### config.mk
export PLATFORM = sky130hd
export DESIGN_NAME = qam16_slicer_ber
export DESIGN_NICKNAME = d
export VERILOG_FILES = /design/src/rtl/qam16_pkg.sv /design/src/rtl/qam16_decision_slicer.sv /design/src/rtl/qam16_slicer_ber.sv
export SDC_FILE = /design/constraint.sdc
export NUM_CORES = 1
export LEC_CHECK = 0
export ABC_CLOCK_PERIOD_IN_PS = 4320
export CORE_MARGIN = 10
export CORE_UTILIZATION = 53
export DETAILED_ROUTE_END_ITERATION = 7
export PLACE_DENSITY = 0.76
export RECOVER_POWER = 50
export REMOVE_ABC_BUFFERS = 1
export SKIP_CTS_REPAIR_TIMING = 1
export SYNTH_ARGS = -nofsm -noshare
export SYNTH_HDL_FRONTEND = slang
export SYNTH_HIERARCHICAL = 1
export SYNTH_SLANG_ARGS = --single-unit
### constraint.sdc
create_clock -name clk -period 4.32 [get_ports clk]
set_input_delay 0.432 -clock clk [delete_from_list [all_inputs] [get_ports clk]]
set_output_delay 0.432 -clock clk [all_outputs]
set_load 0.05 [all_outputs]
### src/rtl/qam16_pkg.sv
// Shared definitions for the 16-QAM slicer / BER checker: Gray level codes,
// FSM state encoding and a 4-bit popcount helper.
package qam16_pkg;

   localparam logic [1:0] GRAY_M3 = 2'b00;
   localparam logic [1:0] GRAY_M1 = 2'b01;
   localparam logic [1:0] GRAY_P1 = 2'b11;
   localparam logic [1:0] GRAY_P3 = 2'b10;

   typedef enum logic [1:0] {
      ST_IDLE    = 2'd0,
      ST_ALIGN   = 2'd1,
      ST_MEASURE = 2'd2,
      ST_DONE    = 2'd3
   } state_t;

   function automatic logic [2:0] popcount4(input logic [3:0] v);
      popcount4 = 3'(v[0]) + 3'(v[1]) + 3'(v[2]) + 3'(v[3]);
   endfunction

endpackage

### src/rtl/qam16_decision_slicer.sv
// Per-axis 16-QAM decision slicer (Gray coded). With QAM16_SLICER_ERR_EN defined it
// also reports the error between the sample and the ideal decided level.
module qam16_decision_slicer
   import qam16_pkg::*;
#(
   parameter logic signed [17:0] REF_LEVEL = 18'sd32768
) (
   input  logic signed [17:0] x_i,
`ifdef QAM16_SLICER_ERR_EN
   output logic signed [17:0] err_o,
`endif
   output logic [1:0]         code_o
);

   localparam logic signed [17:0] NEG_REF = -REF_LEVEL;

   // Values exactly on a threshold fall into the upper region.
   always_comb begin
      if (x_i >= REF_LEVEL) begin
         code_o = GRAY_P3;
      end else if (x_i >= 18'sd0) begin
         code_o = GRAY_P1;
      end else if (x_i >= NEG_REF) begin
         code_o = GRAY_M1;
      end else begin
         code_o = GRAY_M3;
      end
   end

`ifdef QAM16_SLICER_ERR_EN
   localparam logic signed [17:0] LVL1 = 18'(REF_LEVEL / 2);
   localparam logic signed [17:0] LVL3 = 18'((3 * REF_LEVEL) / 2);

   logic signed [17:0] level;

   // The true difference always fits in 18 bits, so wrap-around subtraction is exact.
   always_comb begin
      level = LVL1;
      case (code_o)
         GRAY_M3: level = -LVL3;
         GRAY_M1: level = -LVL1;
         GRAY_P1: level = LVL1;
         default: level = LVL3;
      endcase
   end

   assign err_o = x_i - level;
`endif

endmodule

### src/rtl/qam16_slicer_ber.sv
// 16-QAM receive slicer with delayed-reference bit/symbol error counting over a
// fixed window. Optional err_i/err_q outputs enabled by QAM16_SLICER_ERR_EN.
module qam16_slicer_ber
   import qam16_pkg::*;
#(
   parameter logic signed [17:0] REF_LEVEL   = 18'sd32768,
   parameter int                 MAX_DELAY   = 32,
   parameter int                 WINDOW_LOG2 = 16
) (
   input  logic                   clk,
   input  logic                   reset,
   input  logic                   clk_en,
   input  logic signed [17:0]     rx_i,
   input  logic signed [17:0]     rx_q,
   input  logic [3:0]             ref_sym,
   input  logic [4:0]             align_delay,
   input  logic                   start,
   output logic                   busy,
   output logic                   done,
   output logic [3:0]             rx_sym,
`ifdef QAM16_SLICER_ERR_EN
   output logic signed [17:0]     err_i,
   output logic signed [17:0]     err_q,
`endif
   output logic [WINDOW_LOG2+2:0] bit_errs,
   output logic [WINDOW_LOG2:0]   sym_errs
);

   localparam int BIT_W = WINDOW_LOG2 + 3;
   localparam int SYM_W = WINDOW_LOG2 + 1;
   localparam int CNT_W = (WINDOW_LOG2 > 5) ? WINDOW_LOG2 : 5;
   localparam logic [CNT_W-1:0] LAST_CNT = CNT_W'((1 << WINDOW_LOG2) - 1);

   logic [1:0] i_code, q_code;
   logic [3:0] rx_sym_q;
   logic [3:0] dline_q [MAX_DELAY];
   logic [3:0] ref_d;
   logic [3:0] sym_diff;

   state_t           state_q, state_d;
   logic [CNT_W-1:0] cnt_q, cnt_d;
   logic [4:0]       delay_q, delay_d;
   logic [BIT_W-1:0] bit_acc_q, bit_acc_d, bit_errs_q, bit_errs_d;
   logic [SYM_W-1:0] sym_acc_q, sym_acc_d, sym_errs_q, sym_errs_d;

`ifdef QAM16_SLICER_ERR_EN
   logic signed [17:0] erri_w, errq_w, erri_q, errq_q;
`endif

   qam16_decision_slicer #(.REF_LEVEL(REF_LEVEL)) u_slice_i (
      .x_i    (rx_i),
`ifdef QAM16_SLICER_ERR_EN
      .err_o  (erri_w),
`endif
      .code_o (i_code)
   );

   qam16_decision_slicer #(.REF_LEVEL(REF_LEVEL)) u_slice_q (
      .x_i    (rx_q),
`ifdef QAM16_SLICER_ERR_EN
      .err_o  (errq_w),
`endif
      .code_o (q_code)
   );

   always_ff @(posedge clk) begin
      if (reset) begin
         rx_sym_q <= '0;
`ifdef QAM16_SLICER_ERR_EN
         erri_q   <= '0;
         errq_q   <= '0;
`endif
      end else if (clk_en) begin
         rx_sym_q <= {i_code, q_code};
`ifdef QAM16_SLICER_ERR_EN
         erri_q   <= erri_w;
         errq_q   <= errq_w;
`endif
      end
   end

   // Tap k holds the reference from k+1 enables ago, lining up with the registered decision.
   always_ff @(posedge clk) begin
      if (reset) begin
         for (int k = 0; k < MAX_DELAY; k++) begin
            dline_q[k] <= '0;
         end
      end else if (clk_en) begin
         dline_q[0] <= ref_sym;
         for (int k = 1; k < MAX_DELAY; k++) begin
            dline_q[k] <= dline_q[k-1];
         end
      end
   end

   assign ref_d    = dline_q[delay_q];
   assign sym_diff = rx_sym_q ^ ref_d;

   always_ff @(posedge clk) begin
      if (reset) begin
         state_q    <= ST_IDLE;
         cnt_q      <= '0;
         delay_q    <= '0;
         bit_acc_q  <= '0;
         sym_acc_q  <= '0;
         bit_errs_q <= '0;
         sym_errs_q <= '0;
      end else begin
         state_q    <= state_d;
         cnt_q      <= cnt_d;
         delay_q    <= delay_d;
         bit_acc_q  <= bit_acc_d;
         sym_acc_q  <= sym_acc_d;
         bit_errs_q <= bit_errs_d;
         sym_errs_q <= sym_errs_d;
      end
   end

   // Results are published on entry to DONE so they are valid while done is high.
   always_comb begin
      state_d    = state_q;
      cnt_d      = cnt_q;
      delay_d    = delay_q;
      bit_acc_d  = bit_acc_q;
      sym_acc_d  = sym_acc_q;
      bit_errs_d = bit_errs_q;
      sym_errs_d = sym_errs_q;
      case (state_q)
         ST_IDLE: begin
            if (start) begin
               state_d   = ST_ALIGN;
               delay_d   = align_delay;
               cnt_d     = '0;
               bit_acc_d = '0;
               sym_acc_d = '0;
            end
         end
         ST_ALIGN: begin
            if (clk_en) begin
               if (cnt_q == CNT_W'(delay_q)) begin
                  cnt_d   = '0;
                  state_d = ST_MEASURE;
               end else begin
                  cnt_d = cnt_q + 1'b1;
               end
            end
         end
         ST_MEASURE: begin
            if (clk_en) begin
               bit_acc_d = bit_acc_q + BIT_W'(popcount4(sym_diff));
               sym_acc_d = sym_acc_q + SYM_W'(sym_diff != 4'd0);
               if (cnt_q == LAST_CNT) begin
                  cnt_d      = '0;
                  state_d    = ST_DONE;
                  bit_errs_d = bit_acc_d;
                  sym_errs_d = sym_acc_d;
               end else begin
                  cnt_d = cnt_q + 1'b1;
               end
            end
         end
         ST_DONE: begin
            state_d = ST_IDLE;
         end
         default: begin
            state_d = ST_IDLE;
         end
      endcase
   end

   assign busy     = (state_q == ST_ALIGN) || (state_q == ST_MEASURE);
   assign done     = (state_q == ST_DONE);
   assign rx_sym   = rx_sym_q;
   assign bit_errs = bit_errs_q;
   assign sym_errs = sym_errs_q;
`ifdef QAM16_SLICER_ERR_EN
   assign err_i    = erri_q;
   assign err_q    = errq_q;
`endif

endmodule

# --- Word-level counts from Yosys, hierarchy flattened ---
# Memories as Yosys holds them, arrays and structs flattened. A register that Yosys moved wholly into a read port is not among the register bits.
# Index checks and enable logic that the tools add are counted.
word_totals:
  ff_bits: 99
  latchBits: 0
  ram_bits: 128
  mem_bits_ro: 0
  in_bits: 49
  output_inout_bits: 42
  memories: 1
op_classes:
  n_addsub: 6
  mul: 0
  n_div: 0
  order_cmp: 6
  n_eq_ne: 10
  shift: 0
  mux: 63
  n_bitwise: 33
  reduce_logical: 10
mem_list:
  columns: ["name", "depth", "width", "rd", "rd_clocked_by_memory_dff", "wr", "line_no", "text"]
  rows:
  - ["dline_q", 32, 4, 32, 1, 32, "qam16_slicer_ber.sv:36", "logic [3:0] dline_q [MAX_DELAY];"]
op_table:
  columns: ["cell", "n"]
  rows:
  - ["2-to-1 mux 4 bit", 32]
  - ["2-to-1 mux 16 bit", 5]
  - ["one-hot mux 16 bit (3 select lines)", 1]
  - ["2-to-1 mux 19 bit", 2]
  - ["one-hot mux 19 bit (2 select lines)", 1]
  - [">= comparator 18 x 1 -> 1 bit, second input constant", 2]
  - [">= comparator 18 x 16 -> 1 bit, second input constant", 2]
  - [">= comparator 18 x 17 -> 1 bit, second input constant", 2]
  - ["2-to-1 mux 17 bit", 2]
  - ["one-hot mux 17 bit (2 select lines)", 1]
  - ["OR 1 bit", 32]
  - ["adder 19 x 3 -> 19 bit", 1]
  - ["2-to-1 mux 2 bit", 9]
  - ["adder 17 x 1 -> 17 bit", 1]
  - ["adder 16 x 1 -> 16 bit, second input constant", 1]
  - ["equality test 16 bit, second input constant", 1]
  - ["equality test 16 x 5 -> 1 bit", 1]
  - ["2-to-1 mux 5 bit", 2]
  - ["!= test 2 bit, second input constant", 5]
  - ["one-hot mux 2 bit (4 select lines)", 1]
  - ["2-to-1 mux 1 bit", 7]
  - ["AND reduction 3 bit", 2]
  - ["AND reduction 5 bit", 1]
  - ["equality test 2 bit, second input constant", 2]
  - ["12 further kinds", 12]

# --- Depth between registers and ports, before layout ---
depth:
  depth_word: 7
  mapped_depth: 18
  ltp_nobuf: 15

# --- Cells and area by module ---
# The synthesis kept the hierarchy.
by_module_without_submodules:
  columns: ["module", "instances", "cells_each", "area_each_um2", "seq_area_each_um2"]
  rows:
  - ["qam16_slicer_ber", 1, 986, 10787.8, 5925.7]
  - ["qam16_decision_slicer", 2, 4, 18.8, 0.0]

# --- Worst setup path before layout ---
# Ideal clock, no wire load.
synth_path:
  kind: "reg-to-reg"
  from: "reg (tool-made name)"
  to: "reg bit_acc_q[10]"
  setup_ps: 128
  arrival_ps: 4375
  setup_slack_ps: -182
  stages_incl_launch_ff: 15
  cell_sequence: "dfxtp_1 -> buf_6 -> buf_2 -> mux4_2 -> mux4_2 -> mux2i_1 -> xor2_1 -> fa_1 -> fa_1 -> fa_1 -> nor3b_1 -> and3_1 -> o21ai_0 -> a22oi_1 -> nor2_1"
synth_rtl:
  columns: ["item", "line_no", "text"]
  rows:
  - ["to (signal assigned)", "qam16_slicer_ber.sv:112", "bit_acc_q <= bit_acc_d;"]
  - ["to (decl)", "qam16_slicer_ber.sv:43", "logic [BIT_W-1:0] bit_acc_q, bit_acc_d, bit_errs_q, bit_errs_d;"]

==> results.json <==
{
  "status": "complete, but fails checks",
  "violations": "negative setup slack",
  "required_ns": 4.68,
  "synthFlopType": "edfxtp_1",
  "ys_warn_count": 6,
  "async_flop_share_pct": 0,
  "fin_crit_ns": 4.436,
  "slew_violations": 0,
  "drc_errors": 0,
  "clk_latency_ns": 0.51,
  "dp_slack_ns": -0.3234,
  "post_synth_and_or_nand_nor_area_fraction_pct": 20.99,
  "ys_seq_area_share_pct": 54.74,
  "h-tree-depth": 1,
  "holdPathStages": 2,
  "relSlewSlack_pct": 36.15,
  "max_cap_violations": 0,
  "critPathCaptureType": "flip-flop",
  "grt_max_degree": 97,
  "r2r-end": "bit_acc_q[14]$_SDFFE_PP0P_",
  "synth_top_family_by_area": "simple AND/OR/NAND/NOR gates",
  "clock-root-buffer": "clkbuf_16",
  "min-delay-start": "reset",
  "use_met1_pct": 22.83,
  "syn_area_mm2": 0.01083,
  "routed_wl_um": 21830,
  "dieWidth_um": 162.9,
  "drtIter0Drc": 524,
  "cts_tree": "yes",
  "clk_pin_slew_ns": 0.06,
  "crit_family": "adder cells",
  "whs_endpoint": "sym_acc_q[2]$_SDFFE_PP0P_",
  "initial_utilization_pct": 53.67,
  "met3_usage_pct": 2.578,
  "arrival_ns": 4.79,
  "groute.usage.overall_pct": 16.04,
  "timing.final.ws_setup_ns": -0.1164,
  "r2r_cells": 13,
  "dieArea_mm2": 0.02654,
  "tightest_slew_ns": 0.9578,
  "crit_chain": "clkbuf_16 > mux4_2 > mux4_2 > mux2i_4 > xor2_2 > fa_1 > fa_2 > fa_2 > nand4b_1 > or3_4 > a21o_1 > a21oi_1 > nor2_1",
  "fin_crit_sh_pct": 102.7,
  "yosys_register_bits": 232,
  "grt_first_pass_wirelength_um": 35990,
  "worstPathMaxFanout": 6,
  "vdd_drop_max_mv": 0.3726,
  "crit_buf_inv": 1,
  "clockBufferDepth": 3,
  "crit_path_max_incr_delay_ns": 0.52,
  "synth_fa_ha_area_share_pct": 1.595,
  "dr_total_vias": 7394,
  "setup.worst_path.start_class": "flip-flop",
  "grt.overflow.total": 0,
  "synthDistinctLibCells": 55,
  "leakage_nw": 4.717,
  "synth-edff-count": 128,
  "place_congestion": 0.8366,
  "synth_xor_area_share_pct": 4.207,
  "hold_viol_final": 0,
  "drive_gt1_share_pct": 12.78,
  "setup_viol": 2,
  "antenna_left": 0,
  "min_path_type": "input port to flip-flop",
  "dp_hpwl_um": 13870,
  "crit_type": "flip-flop to flip-flop",
  "core-area_mm2": 0.02017,
  "synth_mux_area_share_pct": 8.010,
  "vias_per_cell": 5.445,
  "ios": 91,
  "rsz0062_at_grt": "true",
  "crit_path_top_delay_cell": "mux4_2",
  "use_met2_pct": 25.08,
  "row_count": 52,
  "syn_avg_cell_area_um2": 10.89,
  "layout_commonest_cell": "edfxtp_1",
  "netlist_instances": 994,
  "max_freq_mhz": 225.4,
  "portBuffers": 60,
  "ff2ff_setup_slack_ns": -0.12,
  "drt_first_pass_iters": 5,
  "die_h_um": 162.9,
  "fin_total_pwr_mw": 5.926,
  "cts_buffers": 25,
  "synth_compound_area_share_pct": 7.409,
  "antennaDiodeCount": 0,
  "power_density_mw_per_mm2": 463.0,
  "clkSinkCount": 232,
  "finClkSkew_ns": 0.01349,
  "grt_pass1_vias": 7072,
  "nNetsFinal": 1131,
  "layout_common_cells": "128 x edfxtp_1, 107 x nand2_1, 102 x dfxtp_1, 94 x nor2_1",
  "busiest_layer": "met2",
  "antenna_found_initial": 0,
  "area_growth_pct": 18.23,
  "wl_per_cell_um": 16.07
}
==> report_power, final <==
| group | total, mW | leakage [nW] | internal [mW] | switching [mW] |
|---|---|---|---|---|
| clock | 2.09 | 0.398 | 1.25 | 0.840 |
| sequential | 2.55 | 2.25 | 2.46 | 0.0872 |
| combinational | 1.29 | 2.06 | 0.560 | 0.728 |
| total | 5.93 | 4.72 | 4.27 | 1.65 |
==> Yosys cell counts (2+ instances only) <==
cell | n | share of area [%]
edfxtp_1 | 128 | 36
nand2_1 | 107 | 3.7
dfxtp_1 | 104 | 19
nor2_1 | 94 | 3.3
and2_1 | 74 | 4.3
nor2b_1 | 64 | 3.7
a21oi_1 | 62 | 2.9
clkbuf_1 | 39 | 1.4
xor2_1 | 28 | 2.3
mux2i_1 | 27 | 2.5
mux4_2 | 26 | 5.4
o21ai_0 | 26 | 1.2
nand3_1 | 25 | 1.2
xnor2_1 | 24 | 1.9
a22oi_1 | 20 | 1.4
nor3_1 | 17 | 0.79
and3_1 | 14 | 0.81
nand4_1 | 14 | 0.81
inv_1 | 11 | 0.38
buf_6 | 9 | 0.94
ha_1 | 9 | 1.0
or3_1 | 7 | 0.40
buf_2 | 6 | 0.28
nand2b_1 | 6 | 0.35
nor4_1 | 6 | 0.35
a211oi_1 | 5 | 0.35
or2_2 | 4 | 0.23
a21o_1 | 3 | 0.21
a311oi_1 | 3 | 0.24
fa_1 | 3 | 0.55
and4_1 | 2 | 0.16
nand3b_1 | 2 | 0.14
nor3b_1 | 2 | 0.14
o21a_1 | 2 | 0.14
==> final cells by class <==
cell class	instances	area, µm²
clock buffer	36	706.9
multi-input combinational	695	4664
clock inverter	9	93.84
sequential	232	5931
fill	1598	7371
timing repair buffer	105	1023
tap	270	337.8
inverter	11	41.29
==> kinds of logic after synthesis <==
family	count (synthesis)
adder cells (fa/ha/maj)	12
multiplexers	54
AO/OA/AOI/OAI	132
flip-flops	232
buffers and inverters	67
AND/OR/NAND/NOR	445
XOR/XNOR	52
==> layer usage <==
metal / vias up / share of wire [%]
li1: 3641 / -
met3: 33 / 5.2
met4: 0 / 1.9
met1: 3546 / 46
met2: 174 / 47
met5: - / 0
==> worst max path at each step <==
stage	startpoint	endpoint	slack, ns	cells after the start
6_report	flip-flop	bit_acc_q[14]$_SDFFE_PP0P_	-0.12	13
3_5_place_dp	flip-flop	bit_acc_q[14]$_SDFFE_PP0P_	-0.32	13
2_1_floorplan	flip-flop	bit_acc_q[10]$_SDFFE_PP0P_	-0.86	12
4_1_cts	flip-flop	bit_acc_q[14]$_SDFFE_PP0P_	-0.35	13
3_3_place_gp	flip-flop	bit_acc_q[14]$_SDFFE_PP0P_	-0.25	13
5_1_grt	flip-flop	bit_acc_q[14]$_SDFFE_PP0P_	-0.29	13
==> per-stage QoR <==
step                      hold slack (ns)  cells  TNS [ns]  utilization [%]  instance area (µm²)
after floorplan                    0.4545    938    -14.41                -                10540
after global placement             0.4371   1309    -1.451            58.77                11850
after detailed placement           0.4449   1309    -2.382            58.77                11850
after CTS                          0.3940   1354    -2.982            62.74                12650
after global routing               0.4093   1358    -2.301            63.46                12800
final                              0.3874   1358   -0.1229            63.46                12800
==> flip-flops by register name, summed over array words and instances (netlist names), named ones only <==
| register | flops |
|---|---|
| sym_errs | 17 |
| bit_acc_q | 19 |
| dline_q | 128 |
| cnt_q | 16 |
| sym_acc_q | 17 |
| state_q | 2 |
| bit_errs | 19 |
| delay_q | 5 |
| rx_sym | 4 |
Power figures use the tool's default switching activity.
